### config.mk
export PLATFORM = sky130hd
export DESIGN_NAME = mini16_s2m_collector
export DESIGN_NICKNAME = d
export VERILOG_FILES = /design/src/rtl/mini16_pkg.sv /design/src/rtl/mini16_s2m_collector_rr_pointer.sv /design/src/rtl/mini16_s2m_collector.sv
export SDC_FILE = /design/constraint.sdc
export NUM_CORES = 1
export LEC_CHECK = 0
export CAP_MARGIN = 20
export CORE_MARGIN = 2
export CORE_UTILIZATION = 25
export DETAILED_ROUTE_END_ITERATION = 8
export SYNTH_ARGS = -nofsm -noshare
export SYNTH_HDL_FRONTEND = slang
export SYNTH_HIERARCHICAL = 1
export SYNTH_SLANG_ARGS = --single-unit
### constraint.sdc
create_clock -name clk -period 4 [get_ports clk]
set_clock_uncertainty 0.15 [all_clocks]
set_input_delay 0.4 -clock clk [delete_from_list [all_inputs] [get_ports clk]]
set_output_delay 0.4 -clock clk [all_outputs]
set_load 0.03 [all_outputs]
### src/rtl/mini16_pkg.sv
// Shared types and item-layout helpers for the mini16 collector/broadcaster family.
// No logic of its own; latency not applicable.
// No flow control; consumers own their handshakes.
package mini16_pkg;

  // Collector sequencing states.
  typedef enum logic [1:0] {
    ST_IDLE  = 2'd0,
    ST_REQ   = 2'd1,
    ST_WAIT  = 2'd2,
    ST_WRITE = 2'd3
  } state_e;

  // Width of a core index; a single core still gets one bit so ports never collapse.
  function automatic int unsigned idx_width(input int unsigned n_cores);
    return (n_cores < 2) ? 1 : $clog2(n_cores);
  endfunction

  // Item = {addr, data}: the address sits directly above the data field.
  function automatic int unsigned item_width(input int unsigned width_d, input int unsigned depth_v_f);
    return width_d + depth_v_f;
  endfunction

  function automatic int unsigned addr_lsb(input int unsigned width_d);
    return width_d;
  endfunction

  function automatic int unsigned data_lsb();
    return 0;
  endfunction

endpackage

### src/rtl/mini16_s2m_collector_rr_pointer.sv
// Round-robin core pointer with a per-core burst counter.
// Updates on the clock edge after skip/bump; pointer is registered.
// No handshake: the owner pulses skip (core empty) or bump (one item consumed).
module mini16_s2m_collector_rr_pointer
  import mini16_pkg::*;
#(
  parameter int unsigned N_CORES   = 4,
  parameter int unsigned MAX_BURST = 4,
  parameter int unsigned IDX_W     = idx_width(N_CORES)
) (
  input  logic             clk,
  input  logic             reset,
  input  logic             skip,
  input  logic             bump,
  output logic [IDX_W-1:0] ptr
);

  localparam int unsigned BURST_W = $clog2(MAX_BURST + 1);

  logic [IDX_W-1:0]   ptr_q, ptr_d, ptr_next;
  logic [BURST_W-1:0] burst_q, burst_d;

  assign ptr = ptr_q;

  // Wrap at the last core; with a single core this is permanently zero.
  assign ptr_next = (ptr_q == IDX_W'(N_CORES - 1)) ? '0 : ptr_q + 1'b1;

  // An empty core moves on at once; a full burst moves on after its last item.
  always_comb begin
    ptr_d   = ptr_q;
    burst_d = burst_q;
    if (skip) begin
      ptr_d   = ptr_next;
      burst_d = '0;
    end else if (bump) begin
      if (burst_q == BURST_W'(MAX_BURST - 1)) begin
        ptr_d   = ptr_next;
        burst_d = '0;
      end else begin
        burst_d = burst_q + 1'b1;
      end
    end
  end

  // Pointer and burst registers.
  always_ff @(posedge clk) begin
    if (reset) begin
      ptr_q   <= '0;
      burst_q <= '0;
    end else begin
      ptr_q   <= ptr_d;
      burst_q <= burst_d;
    end
  end

endmodule

### src/rtl/mini16_s2m_collector.sv
// Drains N_CORES slave-to-master FIFOs round-robin and writes each item into the master space.
// Item valid at the sample cycle appears on m_we one cycle later; one write per FIFO_LATENCY+2 cycles.
// m_full/enable gate only the next request; an item already popped is always written.
module mini16_s2m_collector
  import mini16_pkg::*;
#(
  parameter int unsigned N_CORES      = 4,
  parameter int unsigned WIDTH_D      = 16,
  parameter int unsigned DEPTH_V_F    = 16,
  parameter int unsigned FIFO_LATENCY = 2,
  parameter int unsigned MAX_BURST    = 4
) (
  input  logic                                       clk,
  input  logic                                       reset,
  input  logic                                       enable,
  input  logic                                       m_full,
  output logic [N_CORES-1:0]                         fifo_req_r,
  input  logic [N_CORES-1:0]                         fifo_valid,
  input  logic [N_CORES*(WIDTH_D+DEPTH_V_F)-1:0]     fifo_r_data,
  output logic                                       m_we,
  output logic [DEPTH_V_F-1:0]                       m_addr,
  output logic [WIDTH_D-1:0]                         m_data,
  output logic [idx_width(N_CORES)-1:0]              m_core,
  output logic                                       busy,
  output logic [15:0]                                item_count
);

  localparam int unsigned ITEM_W = item_width(WIDTH_D, DEPTH_V_F);
  localparam int unsigned IDX_W  = idx_width(N_CORES);
  localparam int unsigned LAT_W  = $clog2(FIFO_LATENCY + 1);
  localparam int unsigned A_LSB  = addr_lsb(WIDTH_D);
  localparam int unsigned D_LSB  = data_lsb();

  state_e               state_q, state_d;
  logic [LAT_W-1:0]     wait_q, wait_d;
  logic [DEPTH_V_F-1:0] addr_q, addr_d;
  logic [WIDTH_D-1:0]   data_q, data_d;
  logic [IDX_W-1:0]     core_q, core_d;
  logic [15:0]          count_q, count_d;

  logic [IDX_W-1:0]     ptr;
  logic                 ptr_skip, ptr_bump;
  logic                 sel_vld;
  logic [ITEM_W-1:0]    sel_item;
  logic                 go;

  mini16_s2m_collector_rr_pointer #(
    .N_CORES   (N_CORES),
    .MAX_BURST (MAX_BURST),
    .IDX_W     (IDX_W)
  ) u_rr_pointer (
    .clk   (clk),
    .reset (reset),
    .skip  (ptr_skip),
    .bump  (ptr_bump),
    .ptr   (ptr)
  );

  assign go         = enable && !m_full;
  assign m_we       = (state_q == ST_WRITE);
  assign busy       = (state_q != ST_IDLE);
  assign m_addr     = addr_q;
  assign m_data     = data_q;
  assign m_core     = core_q;
  assign item_count = count_q;

  // Select the pointed-to core's valid/item and raise its request only in REQ.
  always_comb begin
    sel_vld    = 1'b0;
    sel_item   = '0;
    fifo_req_r = '0;
    for (int i = 0; i < N_CORES; i++) begin
      if (ptr == IDX_W'(i)) begin
        sel_vld       = fifo_valid[i];
        sel_item      = fifo_r_data[i*ITEM_W +: ITEM_W];
        fifo_req_r[i] = (state_q == ST_REQ);
      end
    end
  end

  // Sequencer: request, wait out the FIFO read latency, then write or move on.
  always_comb begin
    state_d  = state_q;
    wait_d   = wait_q;
    addr_d   = addr_q;
    data_d   = data_q;
    core_d   = core_q;
    count_d  = count_q;
    ptr_skip = 1'b0;
    ptr_bump = 1'b0;
    case (state_q)
      ST_IDLE: begin
        if (go) state_d = ST_REQ;
      end
      ST_REQ: begin
        wait_d  = LAT_W'(FIFO_LATENCY - 1);
        state_d = ST_WAIT;
      end
      ST_WAIT: begin
        if (wait_q != '0) begin
          wait_d = wait_q - 1'b1;
        end else if (sel_vld) begin
          addr_d  = sel_item[A_LSB +: DEPTH_V_F];
          data_d  = sel_item[D_LSB +: WIDTH_D];
          core_d  = ptr;
          state_d = ST_WRITE;
        end else begin
          ptr_skip = 1'b1;
          state_d  = ST_IDLE;
        end
      end
      ST_WRITE: begin
        count_d  = count_q + 16'd1;
        ptr_bump = 1'b1;
        state_d  = go ? ST_REQ : ST_IDLE;
      end
      default: state_d = ST_IDLE;
    endcase
  end

  // State, latency counter and registered write outputs.
  always_ff @(posedge clk) begin
    if (reset) begin
      state_q <= ST_IDLE;
      wait_q  <= '0;
      addr_q  <= '0;
      data_q  <= '0;
      core_q  <= '0;
      count_q <= '0;
    end else begin
      state_q <= state_d;
      wait_q  <= wait_d;
      addr_q  <= addr_d;
      data_q  <= data_d;
      core_q  <= core_d;
      count_q <= count_d;
    end
  end

endmodule

==> metrics.txt, run 1 <==
sequential power share 0.347; Die ar. 0.0139 mm²; cells after synthesis 333; Max VDD drop 0.179 mV; clock share of power 0.506; Worst Slack Setup Final 1.44 ns; vias in the first global route 3,160; FFs w/ async S/R, synth 0; Int Pwr 1.41 mW; initial DRC count 74; synthesized flop and latch total 59; share of the synthesized area in the top cell type 0.364; Vert. Die Dim 118 µm; final hold vios 0; slew margin rel. 0.530; Final setup viols 0; HP Start u_rr_pointer/burst_q[2]$_SDFFE_PP0P_; pwr/cell area 312 mW/mm²; count of flip-flops with a built-in enable after synthesis 0; die span in x 118 µm; Core ar. 0.0127 mm²; cts hold-fix bufs 0; vias post-DR 3,133; min-delay worst type reg2reg; Root Buffer clkbuf_16; CP top delay family buffers and inverters; FMAX 390 MHz; Slew @ Worst Pin 0.704 ns; io pins 192; CTS Buf Count 9; largest net degree at the start of global routing 65; worst endpoint required time 3.45 ns; Finished Core Util 0.443; Worst R2R Start u_rr_pointer/ptr[0]$_SDFFE_PP0P_; Hold Path Sink u_rr_pointer/burst_q[2]$_SDFFE_PP0P_; Lkg Pwr 1.92 nW; Net Count, Synth 473; post-synth cell types 45; Synth area leaders dfxtp_1, mux4_2, nand2_1, a21oi_1, nor2_1; Synth Area per Inst 9.75 µm²; max cap viols 0; Port Buffer Count 191; WL final 10.4 mm; vias per cell 4.53; critical path cell sequence and2_1 > clkdlybuf4s50_1; Register Area 0.00118 mm²; Main synth FF type dfxtp_1; post-place setup slack 1.53 ns; Area Overhead vs Synth 73.1%; crit path kind reg2out; 1st-pass router iterations 7; Reg clk slew, reported paths 0.05 ns; number of filler cells placed in the layout 1,250; slowest stage delay, CP 0.75 ns; Worst Hold Depth 2; area taken by multi-input logic gates 0.00190 mm²; post-synth top area cell dfxtp_1; Detail Placement HPWL 8.04 mm; CP Max Fanout 11; Worst R2R Path Depth 4; GP Congestion 0.762; Clock Sinks 59; startpoint types register; Sw Pwr 343 µW; Net Sw Frac 0.195; Worst Path Buf+Inv 1; Netlist Area Pre-Place 0.00325 mm²; r2r setup slk 1.66 ns; CTS tree done; most frequent cells in the layout clkdlybuf4s50_1, nand2_1, dfxtp_1; CP arrival 2.01 ns; drt drc 0; leading cell type in the layout, fill and taps excluded clkdlybuf4s50_1; post-cts sizing count 0; clk_lat worst skew 0.32 ns; Final nets 655; Total GRT Usage 0.153; routed len/inst 15.1 µm; setup TNS 0 ns; initial antenna violation count 0; crit path max-delay cell type clkdlybuf4s50_1; sequential cell area fraction in the yosys report 0.364; # Post-CTS Setup Buffers 0; RSZ-0062 raised after global routing false; layout cells sized above 1 0.123; max-slew violation count 0; # rows 41; first-pass GRT wire length 17.0 mm; Tcrit/Tclk final 0.640; Yosys warning count 6; total congestion overflow 0; Logic pwr share 0.147; Period minus WS final 2.56 ns; CTS H-tree lvls 3; clk buf depth 2; outcome complete, no violations; Crit. End Element output port; Routed Antenna Nets 0; n_diodes 0; Critical R2R Capture m_addr[5]$_SDFFE_PP0P_; Initial Util 0.256
synth_stat cells, drive strengths merged, types with 2 or more instances:
master and instances:
ha 4, or2 2, inv 5, nand3 8, xor2 5, mux4 33, o21ai 5, and3 5
dfxtp 59, buf 14, a21oi 39, clkbuf 10, nand4 3, nor3 7, nand2b 3, xnor2 5
nor2 21, nor3b 2, nor2b 7, nand2 75, mux2 5, and4 2
metal layers:
layer | vias to the layer above | wire, µm | share of wire | global-route usage
li1 | 1550 | - | - | -
met1 | 1459 | 4080 | 0.39 | 0.170
met2 | 112 | 5440 | 0.52 | 0.274
met3 | 12 | 771 | 0.074 | 0.0499
met4 | 0 | 162 | 0.016 | 0.0489
met5 | - | 0 | 0 | 0
cell type report:
class / instances / share of cell area
clock buffer: 11 / 0.0450
clock inverter: 4 / 0.0174
inverter: 5 / 0.00334
multi-input combinational: 245 / 0.338
sequential: 59 / 0.211
tap: 172 / 0.0383
timing repair buffer: 195 / 0.347
cells by family after synthesis:
logic type               after synthesis  share of synthesized area
multiplexers                          39                      0.249
adder cells (fa/ha/maj)                4                     0.0154
AO/OA/AOI/OAI                         49                     0.0802
XOR/XNOR                              10                     0.0270
buffers and inverters                 29                     0.0501
flip-flops                            59                      0.364
AND/OR/NAND/NOR                      143                      0.214
worst reg2reg max path, stage by stage, from the launching register on:
cell and delay (ns):
dfxtp_2 0.67, mux4_2 0.62, nand3_2 0.53, nand2_1 0.12, a21oi_1 0.18
through the flow:
step | instances | power, mW | area, µm² | hold WS [ns]
after floorplan | 333 | 0.718 | 3250 | 0.268
after global placement | 675 | 0.874 | 5250 | 0.279
after detailed placement | 675 | 0.879 | 5250 | 0.285
after CTS | 690 | 1.78 | 5600 | 0.293
after global routing | 691 | 1.82 | 5620 | 0.304
final | 691 | 1.75 | 5620 | 0.293
sequential cells by signal, summed over array words and instances, names as in the netlist:
register / flops
u_rr_pointer/ptr: 2
m_addr: 16
u_rr_pointer/burst_q: 3
m_core: 2
wait_q: 2
m_data: 16
state_q: 2
item_count: 16
power groups by stage:
stage	combinational, mW	sequential, mW	clock, mW
after global placement	0.254	0.620	0
after CTS	0.259	0.608	0.916
after detailed placement	0.258	0.621	0
after global routing	0.276	0.610	0.939
after floorplan	0.0905	0.628	0
final	0.258	0.609	0.888
worst max-delay path by stage:
stage,startpoint,slack (ns),depth (start not counted),to
CTS,state_q[1]$_SDFFE_PP0P_,1.41,2,m_we
global route,state_q[1]$_SDFFE_PP0P_,1.32,2,m_we
global placement,fifo_valid[1],1.52,5,m_addr[3]$_SDFFE_PP0P_
detailed placement,fifo_valid[1],1.53,5,m_addr[1]$_SDFFE_PP0P_
finish,state_q[1]$_SDFFE_PP0P_,1.44,2,m_we
floorplan,u_rr_pointer/ptr[0]$_SDFFE_PP0P_,1.83,3,fifo_req_r[1]
Note: power is estimated with default switching activity, not from simulation.
==> run 2, diff against run 1 <==
==> constraint.sdc (replaced) <==
create_clock -name clk -period 2.7 [get_ports clk]
set_clock_uncertainty 0.15 [all_clocks]
set_input_delay 0.27 -clock clk [delete_from_list [all_inputs] [get_ports clk]]
set_output_delay 0.27 -clock clk [all_outputs]
set_load 0.03 [all_outputs]
==> run 2 against run 1 <==
Compared with the run above:
- sequential power increased by 47%
- cell count rose by 0.58%
- wire length up 1.6%
- flip-flop and latch count did not move
- utilization about the same
- global-route usage fell by 0.077 points
- sequential share of layout area barely moved
- first-iteration DRC count fell by 11%
- die area unchanged
- register-to-register slack got worse by 0.98 ns
- critical path depth unchanged
- total power grew 48%
- critical endpoint unchanged
- largest power group unchanged
==> metrics.txt, run 2 (synthesis gave the netlist of run 1 again) <==
r2r setup slk 0.68 ns (-0.98 ns); met3 WL 752 µm (-2.5%); Slew @ Worst Pin 0.816 ns (+0.112 ns); clk buf depth 2 (unchanged); worst endpoint required time 2.28 ns (-1.17 ns); CTS H-tree lvls 3 (unchanged); largest net degree at the start of global routing 44 (-32%); CTS tree done; Routed Antenna Nets 0 (unchanged); routed len/inst 15.3 µm (+0.99%); outcome complete, no violations; # rows 41 (unchanged); layout cells sized above 1 0.128 (+0.00479); CP arrival 2.01 ns (about the same); min-delay worst type reg2reg; Final setup viols 0 (unchanged); Worst R2R Start state_q[1]$_SDFFE_PP0P_; startpoint types register; cts hold-fix bufs 0 (unchanged); pwr/cell area 462 mW/mm² (+48%); Worst Hold Depth 2 (unchanged); n_diodes 0 (unchanged); die span in x 118 µm (unchanged); io pins 192 (unchanged); HP Start m_data[5]$_SDFFE_PP0P_; leading cell type in the layout, fill and taps excluded clkdlybuf4s50_1; crit path kind reg2out; Period minus WS final 2.43 ns; slew margin rel. 0.456 (-0.0741); vias per cell 4.62 (+1.9%); post-cts sizing count 0 (unchanged); Detail Placement HPWL 8.27 mm (+2.9%); Total GRT Usage 0.152 (-0.000766); metal2 WL 5.54 mm (+2.0%); critical path cell sequence and2_1 > clkdlybuf4s50_1; FMAX 411 MHz; slowest stage delay, CP 0.76 ns (about the same); Worst Path Buf+Inv 1 (unchanged); Root Buffer clkbuf_16; 1st-pass router iterations 4 (-3); vias in the first global route 3,197 (+1.2%); Port Buffer Count 191 (unchanged); Die ar. 0.0139 mm² (unchanged); first-pass GRT wire length 16.9 mm (-0.21%); Tcrit/Tclk final 0.900; vias post-DR 3,212 (+2.5%); clk_lat worst skew 0.32 ns (about the same); max cap viols 0 (unchanged); CTS Buf Count 9 (unchanged); crit path max-delay cell type clkdlybuf4s50_1; Worst R2R Path Depth 5 (+1); worst hold slack 0.304 ns (+0.0105 ns); metal1 wirelength 4.18 mm (+2.4%); Critical R2R Capture u_rr_pointer/ptr[0]$_SDFFE_PP0P_; total congestion overflow 0 (unchanged); final hold vios 0 (unchanged); CP Max Fanout 11 (unchanged); Core ar. 0.0127 mm² (unchanged); Crit. End Element output port; max-slew violation count 0 (unchanged); Clock Sinks 59 (unchanged); Max VDD drop 0.428 mV (+140%); Hold Path Sink m_data[5]$_SDFFE_PP0P_; Top Layer Used met4; initial DRC count 66 (-11%); GP Congestion 0.768 (+0.81%); Vert. Die Dim 118 µm (unchanged); Initial Util 0.256 (unchanged); initial antenna violation count 0 (unchanged); WL final 10.6 mm (+1.6%); Reg clk slew, reported paths 0.05 ns (about the same); drt drc 0 (unchanged); CP top delay family buffers and inverters; Lkg Pwr 1.93 nW (+0.63%); most frequent cells in the layout clkdlybuf4s50_1, nand2_1, dfxtp_1; RSZ-0062 raised after global routing false; Area Overhead vs Synth 73.2% (about the same); Final nets 658 (+0.46%); # Post-CTS Setup Buffers 0 (unchanged); number of filler cells placed in the layout 1,238 (-0.96%); setup TNS 0 ns (unchanged)
## run 2: per-layer routing
layer  track usage  up-vias
li1              -     1556
met1         0.173     1526
met2         0.272      118
met3        0.0504       12
met4        0.0407        0
met5             0        -
## run 2: worst register-to-register path, delay by kind of cell (launching register included)
family,cells,cell delay [ns]
flops,1,0.51
simple gates,3,0.93
compound gates,2,0.31
## run 2: worst max-delay path by stage
| stage | start | endpoint | slack (ns) | depth (start not counted) |
|---|---|---|---|---|
| floorplan | u_rr_pointer/ptr[0]$_SDFFE_PP0P_ | fifo_req_r[1] | 0.66 | 3 |
| global placement | fifo_valid[1] | m_addr[3]$_SDFFE_PP0P_ | 0.57 | 6 |
| detailed placement | fifo_valid[1] | m_data[14]$_SDFFE_PP0P_ | 0.52 | 6 |
| CTS | state_q[1]$_SDFFE_PP0P_ | m_we | 0.23 | 2 |
| global route | state_q[1]$_SDFFE_PP0P_ | m_we | 0.16 | 2 |
| finish | state_q[1]$_SDFFE_PP0P_ | m_we | 0.27 | 2 |
## run 2: stage by stage
| step | std cells | instance area (µm²) | utilization | power (mW) | worst slack (ns) |
|---|---|---|---|---|---|
| after floorplan | 333 | 3250 | - | 1.06 | 0.659 |
| after global placement | 679 | 5280 | 0.417 | 1.30 | 0.570 |
| after detailed placement | 679 | 5280 | 0.417 | 1.31 | 0.516 |
| after CTS | 695 | 5620 | 0.444 | 2.64 | 0.234 |
| after global routing | 695 | 5620 | 0.444 | 2.70 | 0.159 |
| final | 695 | 5620 | 0.444 | 2.60 | 0.270 |
## run 2: where the power goes
group,internal [mW],switching (mW)
logic,0.260,0.128
clock network,0.922,0.387
registers,0.886,0.0121
total,2.07,0.527
## run 2: area by class of cell
class	instances	area [µm²]	share of cell area
Inverter	5	18.8	0.00334
Timing Repair Buffer	198	1960	0.349
Sequential cell	59	1180	0.211
Tap cell	172	215	0.0383
Clock buffer	11	243	0.0432
Clock inverter	5	100	0.0178
Multi-Input combinational cell	245	1900	0.338
==> run 3, diff against run 2 <==
--- a/config.mk
+++ b/config.mk
@@ -7,8 +7,9 @@
 export LEC_CHECK = 0
 export CAP_MARGIN = 20
 export CORE_MARGIN = 2
-export CORE_UTILIZATION = 25
+export CORE_UTILIZATION = 38
 export DETAILED_ROUTE_END_ITERATION = 8
+export PLACE_DENSITY = 0.81
 export SYNTH_ARGS = -nofsm -noshare
 export SYNTH_HDL_FRONTEND = slang
 export SYNTH_HIERARCHICAL = 1
==> run 3 against run 2 <==
Compared with the run above:
- global-route usage grew 6.5 points
- non-clock buffer count fell by 1
- via count did not move
- clock power fell by 26%
- critical path depth is the same
- register-to-register slack got worse by 0.18 ns
- final area decreased by 3.2%
- critical endpoint unchanged
- highest routed layer unchanged
==> metrics.txt, run 3 (synthesis gave the netlist of run 1 again) <==
clock share of power 0.431 (-0.074); fin area 0.00544 mm² (-3.2%); placed standard-cell area 0.00520 mm² (-1.5%); Reg clk slew, reported paths 0.07 ns (+0.02 ns); Worst R2R Start u_rr_pointer/ptr[0]$_SDFFE_PP0P_; WL final 10.3 mm (-3.3%); worst endpoint required time 2.28 ns (about the same); Tcrit/Tclk final 0.913 (+0.0133); vias post-DR 3,212 (unchanged); layout cells sized above 1 0.128 (+0.000245); crit path kind reg2out; first-pass GRT wire length 15.3 mm (-9.5%); Initial Util 0.393 (+0.137); leading cell type in the layout, fill and taps excluded clkdlybuf4s50_1; CP arrival 2.05 ns (+0.04 ns); Int Pwr 1.76 mW (-15%); Core ar. 0.00826 mm² (-35%); setup TNS 0 ns (unchanged); initial antenna violation count 0 (unchanged); max cap viols 0 (unchanged); # rows 33 (-20%); CTS H-tree lvls 3 (unchanged); number of filler cells placed in the layout 661 (-47%); max-slew violation count 0 (unchanged); n_diodes 0 (unchanged); clk_lat worst skew 0.33 ns (about the same); pwr/cell area 415 mW/mm² (-10%); Vert. Die Dim 96.4 µm (-18%); clk buf depth 2 (unchanged); r2r setup slk 0.50 ns (-0.18 ns); total congestion overflow 0 (unchanged); CTS tree done; Period minus WS final 2.47 ns (+0.0359 ns); Final setup viols 0 (unchanged); Logic pwr share 0.170 (+0.021); die span in x 96.4 µm (-18%); Clock Sinks 59 (unchanged); Root Buffer clkbuf_8; Detail Placement HPWL 7.87 mm (-4.9%); slew margin rel. 0.635 (+0.179); io pins 192 (unchanged); outcome complete, no violations; HP Start reset; min-delay worst type in2reg; FMAX 405 MHz (-1.5%); Slew @ Worst Pin 0.548 ns (-0.268 ns); Port Buffer Count 191 (unchanged); post-cts sizing count 0 (unchanged); Lkg Pwr 1.88 nW (-2.6%); drt drc 0 (unchanged); routed len/inst 16.4 µm (+7.2%); Sw Pwr 501 µW (-4.9%); CTS Buf Count 9 (unchanged); Area Overhead vs Synth 67.6%; Final nets 657 (-0.15%); CP Max Fanout 11 (unchanged); cts hold-fix bufs 0 (unchanged); 1st-pass router iterations 4 (unchanged); Total GRT Usage 0.217 (+0.0649); RSZ-0062 raised after global routing false; sequential power share 0.398 (+0.052); Net Sw Frac 0.222 (+0.0190); GP Congestion 0.739 (-3.9%); startpoint types register; most frequent cells in the layout clkdlybuf4s50_1, nand2_1, dfxtp_1; Critical R2R Capture m_data[11]$_SDFFE_PP0P_; vias in the first global route 3,281 (+2.6%); largest net degree at the start of global routing 34 (-23%); Crit. End Element output port; Routed Antenna Nets 0 (unchanged); final hold vios 0 (unchanged); Setup crit start state_q[1]$_SDFFE_PP0P_; vias per cell 5.12 (+11%); Die ar. 0.00930 mm² (-33%); # Post-CTS Setup Buffers 0 (unchanged); Max VDD drop 0.227 mV (-47%); Worst R2R Path Depth 5 (unchanged); Hold Path Sink item_count[0]$_SDFFE_PP0P_; Tot Pwr 2.26 mW (-13%); initial DRC count 77 (+17%); Worst Hold Depth 2 (unchanged)
run 3: changes by cell type in the layout (fill, tap and decap cells not counted):
cell / previous run / this run
clkinv_4: 0 / 1
buf_4: 7 / 5
clkbuf_1: 1 / 0
clkbuf_8: 1 / 9
buf_12: 0 / 1
clkinvlp_4: 0 / 1
clkbuf_16: 9 / 0
run 3: area by class of cell:
type / instances / area (µm²) / share of cell area
timing repair buffer: 197 / 1960 / 0.361
multi-input combinational: 245 / 1900 / 0.350
sequential: 59 / 1180 / 0.218
tap: 105 / 131 / 0.0241
clock buffer: 9 / 124 / 0.0228
clock inverter: 7 / 116 / 0.0214
inverter: 5 / 18.8 / 0.00345
run 3: power by group through the flow:
stage	Sequential, mW	Clock (mW)	Combinational [mW]
final	0.899	0.973	0.385
after global routing	0.901	1.03	0.412
after CTS	0.899	0.996	0.388
after detailed placement	0.919	0	0.386
after global placement	0.918	0	0.377
after floorplan	0.930	0	0.134
run 3: worst max-delay path by stage:
| stage | end | cells past startpoint |
|---|---|---|
| 2_1_floorplan | fifo_req_r[1] | 3 |
| 3_5_place_dp | m_data[1]$_SDFFE_PP0P_ | 5 |
| 5_1_grt | m_we | 2 |
| 3_3_place_gp | m_data[11]$_SDFFE_PP0P_ | 5 |
| 4_1_cts | m_we | 2 |
| 6_report | m_we | 2 |
run 3: critical path, cell delays in order, from the launching register on:
cell,delay (ns)
dfxtp_1,0.52
and2_1,0.44
clkdlybuf4s50_1,0.75
run 3: per-layer routing:
metal / share of wire / GRT usage
met1: 0.37 / 0.235
met2: 0.54 / 0.406
met3: 0.077 / 0.0489
met4: 0.016 / 0.0869
met5: 0 / 0
run 3: per-stage QoR:
stage / setup slack (ns) / instances / utilization / hold slack (ns)
after floorplan: 0.659 / 333 / - / 0.189
after global placement: 0.532 / 611 / 0.630 / 0.279
after detailed placement: 0.455 / 611 / 0.630 / 0.283
after CTS: 0.233 / 627 / 0.659 / 0.248
after global routing: 0.0988 / 627 / 0.659 / 0.285
final: 0.234 / 627 / 0.659 / 0.254
==> variant (settings of run 3) <==
Set the parameter `FIFO_LATENCY` to 1 (it was 2). Comments in the files are not updated.
--- a/src/rtl/mini16_s2m_collector.sv
+++ b/src/rtl/mini16_s2m_collector.sv
@@ -8,5 +8,5 @@
   parameter int unsigned WIDTH_D      = 16,
   parameter int unsigned DEPTH_V_F    = 16,
-  parameter int unsigned FIFO_LATENCY = 2,
+  parameter int unsigned FIFO_LATENCY = 1,
   parameter int unsigned MAX_BURST    = 4
 ) (
Function: changed (a bounded check fails within 4 cycles, from zero or initial values and one cycle with reset high).
==> variant against run 3 <==
- sequential cell count shrank 2
- power shrank 11%
- cell area shrank 3.6%
- area after synthesis shrank 5.3%
- wire length shrank 4.0%
- first-iteration DRC count grew 12%
- sequential power shrank 3.9%
- setup slack gained 0.038 ns
- critical endpoint is now fifo_req_r[2]
==> variant: results (changes against run 3) <==
stage,metric,value,unit,change
status,status,completed,,unchanged
clock_tree,total CTS buffers,9,,unchanged
detailed_routing,met3 wire len,809,um,was 792 um
power_and_ir_drop,LEAKAGE,1.76,nW,was 1.88 nW
yosys,Mapped Nets,456,,was 473
grt,Total Routing Usage GR,0.224,,was 0.217
detailed_routing,initial detailed-routing violation count,86,,was 77
yosys,top post-synthesis cells by area,"dfxtp_1, mux4_2, nand2_1",,unchanged
yosys,sequential area share after synthesis,0.371,,was 0.364
grt,largest net degree at the start of global routing,42,,was 34
cells_and_area,Antenna Cells,0,,unchanged
power_and_ir_drop,switching pwr,0.000437,W,was 0.000501 W
detailed_routing,met2 wire length,5340,um,was 5560 um
yosys,most instantiated cells after synthesis,"nand2_1, dfxtp_1, a21oi_1",,unchanged
clock_tree,clk_lat worst skew,0.32,ns,
cells_and_area,fin nets,641,,was 657
place,HPWL Detailed,7730,um,was 7870 um
detailed_routing,DR WL/cell,16.2,um,was 16.4 um
yosys,Synth cell types,41,,was 45
place,Final Wtd Congestion,0.840,,was 0.739
grt,initial antenna violation count,0,,unchanged
place,Port Buffers,191,,unchanged
cells_and_area,proportion of layout cells with a drive suffix above 1,0.121,,was 0.128
detailed_routing,Routed met1 length,3570,um,was 3750 um
clock_tree,cts repair resizes,0,,unchanged
timing,Rel. slew slack,0.508,,was 0.635
clock_tree,Post-CTS Setup Inserts,0,,unchanged
cells_and_area,Fill cells,629,,was 661
critical_path,CP Data Arrival Time,2.01,ns,was 2.05 ns
hold_path,hold crit path type,reg -> reg,,was in -> reg
grt,vias in the first global route,3355,,"was 3,281"
power_and_ir_drop,worst vdd ir,0.000231,V,was 0.000227 V
detailed_routing,via count,3215,,"was 3,212"
grt,global-route wire length before repair,15500,um,"was 15,300 um"
critical_path,peak fanout along the critical path,9,,was 11
==> variant: cell types whose count changed after synthesis, sizes merged, moves of 3 or more <==
cell,delta
nor2,-6
o21ai,+3
nor2b,-6
nand2,-4
inv,-3
mux2,-5
nand4,+3
==> variant: metrics by stage <==
step           cells  utilization  power, W  cell area, um^2  worst slack, ns
2_1_floorplan    317            -   0.00101             3070            0.662
3_3_place_gp     593        0.650   0.00124             5050            0.385
3_5_place_dp     593        0.650   0.00125             5050            0.327
4_1_cts          608        0.675   0.00203             5240            0.254
5_1_grt          608        0.675   0.00208             5240            0.179
6_report         608        0.675   0.00201             5240            0.272
==> variant: worst paths after layout <==
check / startpoint / to / slack, ns / depth (start not counted)
hold / removal: m_data[4]$_SDFFE_PP0P_ / m_data[4]$_SDFFE_PP0P_ / 0.30 / 2
hold reg to reg: m_data[4]$_SDFFE_PP0P_ / m_data[4]$_SDFFE_PP0P_ / 0.30 / 2
setup reg to reg: u_rr_pointer/ptr[1]$_SDFFE_PP0P_ / m_data[11]$_SDFFE_PP0P_ / 0.47 / 5
setup / recovery: state_q[0]$_SDFFE_PP0P_ / fifo_req_r[2] / 0.27 / 3
==> variant: cell families (layout without fill, tap and decap cells) <==
group                      Yosys count  in the layout  share of synthesized area
and+or+nand+nor                    131            131                      0.204
DFF                                 57             57                      0.371
AOI/OAI and AO/OA                   53             53                     0.0895
muxes                               36             36                      0.252
buffers and inverters               26            215                     0.0403
xor gates and xnor gates            11             11                     0.0313
adders and majority gates            3              3                     0.0122
==> variant: power by group through the flow <==
stage	Sequential [W]	Clock, W	Combinational [W]
final	0.000864	0.000783	0.000364
after global routing	0.000865	0.000829	0.000388
after CTS	0.000864	0.000799	0.000366
after detailed placement	0.000882	0	0.000365
after global placement	0.000882	0	0.000359
after floorplan	0.000896	0	0.000112
==> variant: cell type report <==
| class | count | area [um^2] | area share |
|---|---|---|---|
| repair buffers | 198 | 1960 | 0.374 |
| multi-input cells | 234 | 1810 | 0.345 |
| flip-flops and latches | 57 | 1140 | 0.218 |
| clock buffers | 12 | 155 | 0.0296 |
| well taps | 102 | 128 | 0.0243 |
| clock inverters | 3 | 40.0 | 0.00764 |
| inverters | 2 | 7.51 | 0.00143 |
==> variant: per-layer routing <==
| layer | track usage | vias to the layer above |
|---|---|---|
| li1 | - | 1513 |
| met1 | 0.239 | 1539 |
| met2 | 0.424 | 149 |
| met3 | 0.0602 | 14 |
| met4 | 0.0725 | 0 |
| met5 | 0 | - |
==> variant: critical path: stages, from the launching register on <==
cell and delay (ns):
dfxtp_1 0.45, or2b_1 0.32, nor3b_1 0.22, clkdlybuf4s50_1 0.70
